--- src/rtl/operand_fetch.sv ---
// Operand fetch sequencer: accepts decoded register requests, reads both
// operands from the register file, and hands them to execute. A per-register
// scoreboard of in-flight destinations stalls RAW/WAW hazards. Execute
// writebacks are funnelled straight into the register file write port.
module operand_fetch #(
  parameter int DW = 8,
  parameter int AW = 2
) (
  input  logic          clk,
  input  logic          reset,
  input  logic          req_valid,
  output logic          req_ready,
  input  logic [AW-1:0] req_src1,
  input  logic [AW-1:0] req_src2,
  input  logic [AW-1:0] req_dst,
  input  logic          req_wen,
  output logic [AW-1:0] rf_reg1,
  output logic [AW-1:0] rf_reg2,
  output logic [AW-1:0] rf_reg_w,
  output logic          rf_do_write,
  output logic [DW-1:0] rf_write_data,
  input  logic [DW-1:0] rf_data1,
  input  logic [DW-1:0] rf_data2,
  output logic          opnd_valid,
  input  logic          opnd_ready,
  output logic [DW-1:0] opnd_a,
  output logic [DW-1:0] opnd_b,
  output logic [AW-1:0] opnd_dst,
  output logic          opnd_wen,
  input  logic          wb_valid,
  output logic          wb_ready,
  input  logic [AW-1:0] wb_dst,
  input  logic [DW-1:0] wb_data
);

  localparam int NR = 1 << AW;

  // state | meaning
  // IDLE  | waiting for a hazard-free request
  // READ  | register file read in flight (data lands on the negedge)
  // HOLD  | operands presented to execute, waiting for opnd_ready
  typedef enum logic [1:0] {IDLE, READ, HOLD} state_t;

  state_t        state, state_nxt;
  logic [NR-1:0] scoreboard;
  logic [NR-1:0] wb_clr;
  logic [NR-1:0] busy_vec;
  logic          wb_fire;
  logic          req_fire;
  logic          hazard;
  logic          fwd_a, fwd_b;

  // Writeback decode, hazard check and handshake strobes.
  always_comb begin
    wb_ready    = reset;
    wb_fire     = wb_valid & reset;
    rf_do_write = wb_fire;
    wb_clr      = '0;
    if (wb_fire) wb_clr[wb_dst] = 1'b1;
    // A writeback landing this cycle releases its register immediately.
    busy_vec    = scoreboard & ~wb_clr;
    hazard      = busy_vec[req_src1] | busy_vec[req_src2] | (req_wen & busy_vec[req_dst]);
    req_ready   = (state == IDLE) & ~hazard & reset;
    req_fire    = req_valid & req_ready;
    fwd_a       = wb_fire & (wb_dst == rf_reg1);
    fwd_b       = wb_fire & (wb_dst == rf_reg2);
  end

  assign rf_reg_w      = wb_dst;
  assign rf_write_data = wb_data;

  // State register.
  always_ff @(posedge clk) begin
    if (!reset) state <= IDLE;
    else        state <= state_nxt;
  end

  // Next-state logic.
  always_comb begin
    state_nxt = state;
    case (state)
      IDLE:    if (req_fire) state_nxt = READ;
      READ:    state_nxt = HOLD;
      HOLD:    if (opnd_ready) state_nxt = IDLE;
      default: state_nxt = IDLE;
    endcase
  end

  // Scoreboard: fired writebacks clear, accepted writing requests set; set wins.
  always_ff @(posedge clk) begin
    if (!reset) begin
      scoreboard <= '0;
    end else begin
      scoreboard <= (scoreboard & ~wb_clr) |
                    ((req_fire && req_wen) ? (NR'(1) << req_dst) : '0);
    end
  end

  // Read addresses, operand capture (with writeback forwarding) and handshake.
  always_ff @(posedge clk) begin
    if (!reset) begin
      rf_reg1    <= '0;
      rf_reg2    <= '0;
      opnd_valid <= 1'b0;
      opnd_a     <= '0;
      opnd_b     <= '0;
      opnd_dst   <= '0;
      opnd_wen   <= 1'b0;
    end else begin
      case (state)
        IDLE: if (req_fire) begin
          rf_reg1  <= req_src1;
          rf_reg2  <= req_src2;
          opnd_dst <= req_dst;
          opnd_wen <= req_wen;
        end
        READ: begin
          opnd_a     <= fwd_a ? wb_data : rf_data1;
          opnd_b     <= fwd_b ? wb_data : rf_data2;
          opnd_valid <= 1'b1;
        end
        HOLD: if (opnd_ready) opnd_valid <= 1'b0;
        default: ;
      endcase
    end
  end

endmodule

--- config.mk ---
export PLATFORM = sky130hd
export DESIGN_NAME = operand_fetch
export DESIGN_NICKNAME = d
export VERILOG_FILES = /design/src/rtl/operand_fetch.sv
export SDC_FILE = /design/constraint.sdc
export NUM_CORES = 1
export LEC_CHECK = 0
export ABC_CLOCK_PERIOD_IN_PS = 3130
export CAP_MARGIN = 20
export CORE_MARGIN = 2
export CORE_UTILIZATION = 43
export CTS_BUF_LIST = sky130_fd_sc_hd__clkbuf_4 sky130_fd_sc_hd__clkbuf_8 sky130_fd_sc_hd__clkbuf_16
export CTS_CLUSTER_DIAMETER = 100
export DETAILED_ROUTE_END_ITERATION = 10
export GPL_ROUTABILITY_DRIVEN = 0
export GPL_TIMING_DRIVEN = 0
export HOLD_SLACK_MARGIN = 0.02
export PLACE_DENSITY = 0.84
export SYNTH_ARGS = -nofsm -noshare
export SYNTH_HDL_FRONTEND = slang
export SYNTH_SLANG_ARGS = --single-unit
export TNS_END_PERCENT = 10
--- constraint.sdc ---
create_clock -name clk -period 3.13 [get_ports clk]
set_input_delay 0.313 -clock clk [delete_from_list [all_inputs] [get_ports clk]]
set_output_delay 0.313 -clock clk [all_outputs]
set_load 0.1 [all_outputs]
* Yosys cells after proc, flatten, opt, wreduce, memory -nomap -nowiden
Cells that the tools add are included.
** Word-level totals
- Register bits after elaboration :: 30
- Bits of input ports :: 38
** Cells by class
- Equal/unequal tests :: 6
- Order comparisons :: 5
- Reductions and logical operators :: 7
- Muxes and demuxes :: 17
- Bitwise logic cells :: 13
- Shifts and indexed selects :: 1
** Operator list (count)
- 8-bit 2-to-1 mux :: 2
- 2-bit by 3-bit < comparator with 1-bit output (second input constant) :: 4
- 4-bit 2-to-1 mux :: 2
- 1-bit AND :: 7
- 1-bit binary-select mux with 2-bit select :: 3
- 2-bit case mux with 3 select lines :: 1
- 2-bit AND reduction :: 3
- 1-bit 2-to-1 mux :: 5
- 4-bit AND :: 1
- 2-bit equality test :: 2
- 2-bit 2-to-1 mux :: 2
- 2-bit != test (second input constant) :: 2
- 4-bit inverter :: 1
- 4-bit OR :: 1
- 1-bit by 2-bit left shift with 4-bit output (first input constant) :: 1
- 1-bit demux with 2-bit select :: 1
- 2-bit by 1-bit equality test with 1-bit output (second input constant) :: 1
- 2-bit equality test (second input constant) :: 1
- 2-bit by 1-bit greater-or-equal comparator with 1-bit output (second input constant) :: 1
- 1-bit logical AND :: 2
- 2-bit zero test :: 1
- 1-bit OR :: 2
- 1-bit case mux with 2 select lines :: 1
- 2-bit nonzero test :: 1
- 1-bit inverter :: 1

* Depth between registers and ports, before layout
Gate-level depths: netlist (run 1).
- Depth in word-level cells :: 18
- Depth in mapped cells :: 7
- Gate-level depth less buffers :: 5

* Least setup slack after synthesis (run 1)
OpenSTA, ideal clock, no wires.
- Kind :: input to output
- Start :: input wb_dst[0]
- End :: output req_ready
- Path buffers :: 1
- Slack :: 0.338 ns
- Arrival time :: 2.479 ns
- Cell stages on the path :: 5
- Cells stage by stage :: buf_2 -> o31ai_1 -> mux4_2 -> o2111ai_1 -> nor2_1
** Between the ends
- Longest elaborated chain between the ends :: 14
- Elaborated cells on any way between the ends :: 20
- Those cells by class :: 2 x order compare; 9 x mux; 8 x bitwise; 1 x reduce/logical
** RTL lines
- from (decl) :: RTL line 32 : input logic [AW-1:0] wb_dst,
- 2-bit by 3-bit < comparator with 1-bit output (implied by the code) or 2-bit by 1-bit greater-or-equal comparator with 1-bit output (tied branches) :: RTL line 59 : if (wb_fire) wb_clr[wb_dst] = 1'b1;
- 1-bit logical AND (implied by the code) :: RTL line 59
- 1-bit 2-to-1 mux (implied by the code) :: RTL line 59
- 1-bit demux with 2-bit select * :: RTL line 59
- 4-bit 2-to-1 mux * :: RTL line 59
- 4-bit inverter * :: RTL line 61 : busy_vec = scoreboard & ~wb_clr;
- 4-bit AND * :: RTL line 61
- 1-bit binary-select mux with 2-bit select :: RTL line 62 : hazard = busy_vec[req_src1] | busy_vec[req_src2] | (req_wen & busy_vec[req_dst]);
- 1-bit 2-to-1 mux (implied by the code) :: RTL line 62
- 1-bit OR or 1-bit AND (tied branches) :: RTL line 62
- 1-bit OR * :: RTL line 62
- 1-bit inverter * :: RTL line 63 : req_ready = (state == IDLE) & ~hazard & reset;
- 1-bit AND * (2 in a row) :: RTL line 63
- to (decl) :: RTL line 12 : output logic req_ready,
Every way passes the cells marked *; elsewhere a longest branch is shown, timed or not. The select of a mux whose other input is x is not followed.

* Worst setup path after layout (run 1)
- Start :: input wb_dst[1]
- End :: output req_ready
Same word-level chain as after synthesis.

==> results of run 1 <==
## cell type report
cell class              instances  area share [%]
repair buffers                 73            30.4
clock inverters                 2           0.519
inverters                      11            1.71
flip-flops and latches         30            24.9
multi-input cells             103            32.7
plain buffers                  20            5.19
well taps                      46            2.39
clock buffers                   6            2.13
## cells by family after synthesis
family          after synthesis  share of synthesized area [%]
simple gates                 43                           14.9
compound gates               31                           15.8
buf+inv                      31                           10.7
flops                        30                           38.6
mux                          25                           17.7
xor+xnor                      4                           2.25
## power by group through the flow
stage | Combinational [mW] | Sequential (mW) | Clock (mW)
CTS | 0.540 | 0.432 | 0.256
finish | 0.539 | 0.432 | 0.251
detailed placement | 0.539 | 0.440 | 0
global route | 0.560 | 0.435 | 0.272
floorplan | 0.186 | 0.643 | 0
global placement | 0.536 | 0.440 | 0
## critical path: stages
cell and delay, ns:
clkdlybuf4s50_1 0.67, nand3_1 0.18, o21ai_1 0.32, mux4_2 0.36, o2111ai_1 0.13, nor2_1 0.16
clkdlybuf4s15_2 0.57
## through the flow
stage	hold slack, ns	TNS (ns)	util (%)
finish	0.470	0	70.5
floorplan	0.445	0	-
global route	0.489	0	70.5
global placement	0.450	-0.412	68.6
CTS	0.468	0	70.5
detailed placement	0.459	-0.417	68.6
## state kept, by name, indices dropped and copies added, names as in the netlist
register / count
opnd_a: 8
opnd_b: 8
opnd_dst: 2
opnd_valid: 1
opnd_wen: 1
rf_reg1: 2
rf_reg2: 2
scoreboard: 4
state: 2
## routing by layer
metal	wire length [um]	vias up	GRT usage, %
met5	0	-	0
met4	57	0	8.51
met3	271	6	4.23
met2	1960	63	30.2
met1	1840	694	28.1
li1	-	734	-
## what timing repair did
action,4_1_cts,5_1_grt
resized for setup,3,0
hold buffers,0,0
setup endpoints to repair,1,0
## path summary, 6_finish.rpt
check / from / to / slack [ns] / depth (start not counted)
max: wb_dst[1] / req_ready / 0.11 / 7
min: opnd_dst[1] / opnd_dst[1] / 0.47 / 2
max reg2reg: scoreboard[2] / rf_reg1[1] / 1.54 / 5
min reg2reg: opnd_dst[1] / opnd_dst[1] / 0.47 / 2
## layout by cell type, fill, tap and decap left out, drive strengths merged
| cell type | n |
|---|---|
| clkdlybuf4s50 | 72 |
| dfxtp | 30 |
| mux2i | 23 |
| nor2 | 22 |
| a211oi | 16 |
| buf | 13 |
| clkbuf | 13 |
| inv | 11 |
| nand2 | 9 |
| nand3 | 4 |
| o22ai | 4 |
| xor2 | 4 |
| o21ai | 4 |
| o2111a | 3 |
| mux4 | 2 |
| nor3 | 2 |
| o31ai | 2 |
| nand4 | 2 |
| nand2b | 1 |
| o2111ai | 1 |
| o311a | 1 |
| nor2b | 1 |
| nor3b | 1 |
| nand3b | 1 |
| clkinv | 1 |
| clkinvlp | 1 |
| clkdlybuf4s15 | 1 |
==> reports/qor.csv, run 1 <==
metric;value;unit
drv_slew;0;
fin_crit_sh;96.6;%
hold_violations;0;
synth_top_cell_by_area;dfxtp_1;
grt_pass1_wl;6410;um
cts-root-buf;clkbuf_4;
grt.total_usage;20.2;%
cts.sinks;30;
via_count;1497;
clock_latency;0.33;ns
cts-htree-levels;2;
cts_tree;yes;
grt_pass1_vias;1352;
syn_area_per_cell;9.48;um2
power;1.22;mW
drcViolationCount;0;
die_h;64.1;um
multi_input_area;788;um2
status;finished clean;
coreArea;0.00342;mm2
synth-async-reset-ratio;0;%
ant_nets;0;
dp_slack;-0.417;ns
fin_crit;3.02;ns
seq_power_share;35.4;%
avgViaCountPerCell;5.14;
num_io_pins;75;
drive_above_1_share;11.8;%
p_switching;0.543;mW
pwr-share-clk;20.6;%
die_w;64.1;um
layout.nets;282;
worstMarginPinSlew;1.01;ns
area_growth;54.9;%
syn_inst;164;
p_per_area;508;mW/mm2
synth_edf_count;0;
critical_path_required;2.82;ns
yosys_warnings;0;
clock_path_buffers;2;
relSlewSlack;32.7;%
internal_power;0.679;mW
placed_cell_area;0.00234;mm2
leakage;0.934;nW
rsz0062_at_grt;false;
ys_seq_elements;30;
synth-main-ff-cell;dfxtp_1;
startpoint_type;input port;
start_util;45.5;%
rows;21;
setup_ws;0.106;ns
hpwl;3070;um
yosys.area.top_type_share;38.6;%
yosysMostFrequentCell;dfxtp_1;
critPathCaptureType;output port;
synth_cell_type_count;29;
fill_cells;268;
placed_cells;283;
maxCapViolCount;0;
vdd_drop_max;257;uV
worstPathMaxFanout;7;
ys_top_cells_by_area;dfxtp_1, mux2i_1, a211oi_1;
swShare;44.4;%
setup_violations;0;
die_area;0.00411;mm2
stdcell_count;291;
clk_pin_slew;0.09;ns
pwr-share-comb;44.1;%
first_pass_iters;4;
max_freq;0.331;GHz
skew;0.00885;ns
arrival;2.71;ns
antenna_found_initial;0;
ys_seq_area_share;38.6;%
hp-class;reg2reg;
crit_type;in2out;
final_cell_area;0.00241;mm2
wl_per_cell;14.2;um
drtIter0Drc;57;
numCtsBuffers;5;
grt_start_max_net_pins;11;
antennaDiodeCount;0;
grt_overflow_total;0;
synthesis.nets;202;
seqCellArea;601;um2
io_buffers;73;
postCtsSetupRepairBufs;0;
wirelength;4120;um
synth_common_cells;dfxtp_1, mux2i_1, nor2_1;
netlist_area;0.00156;mm2
(Power assumes the default switching activity.)
==> inputs of run 2 (changes only) <==
--- a/config.mk
+++ b/config.mk
@@ -9,7 +9,6 @@
 export CAP_MARGIN = 20
 export CORE_MARGIN = 2
 export CORE_UTILIZATION = 43
-export CTS_BUF_LIST = sky130_fd_sc_hd__clkbuf_4 sky130_fd_sc_hd__clkbuf_8 sky130_fd_sc_hd__clkbuf_16
 export CTS_CLUSTER_DIAMETER = 100
 export DETAILED_ROUTE_END_ITERATION = 10
 export GPL_ROUTABILITY_DRIVEN = 0
==> results of run 2 <==
No change in the layout: final DEF, timing and power equal those of run 1.
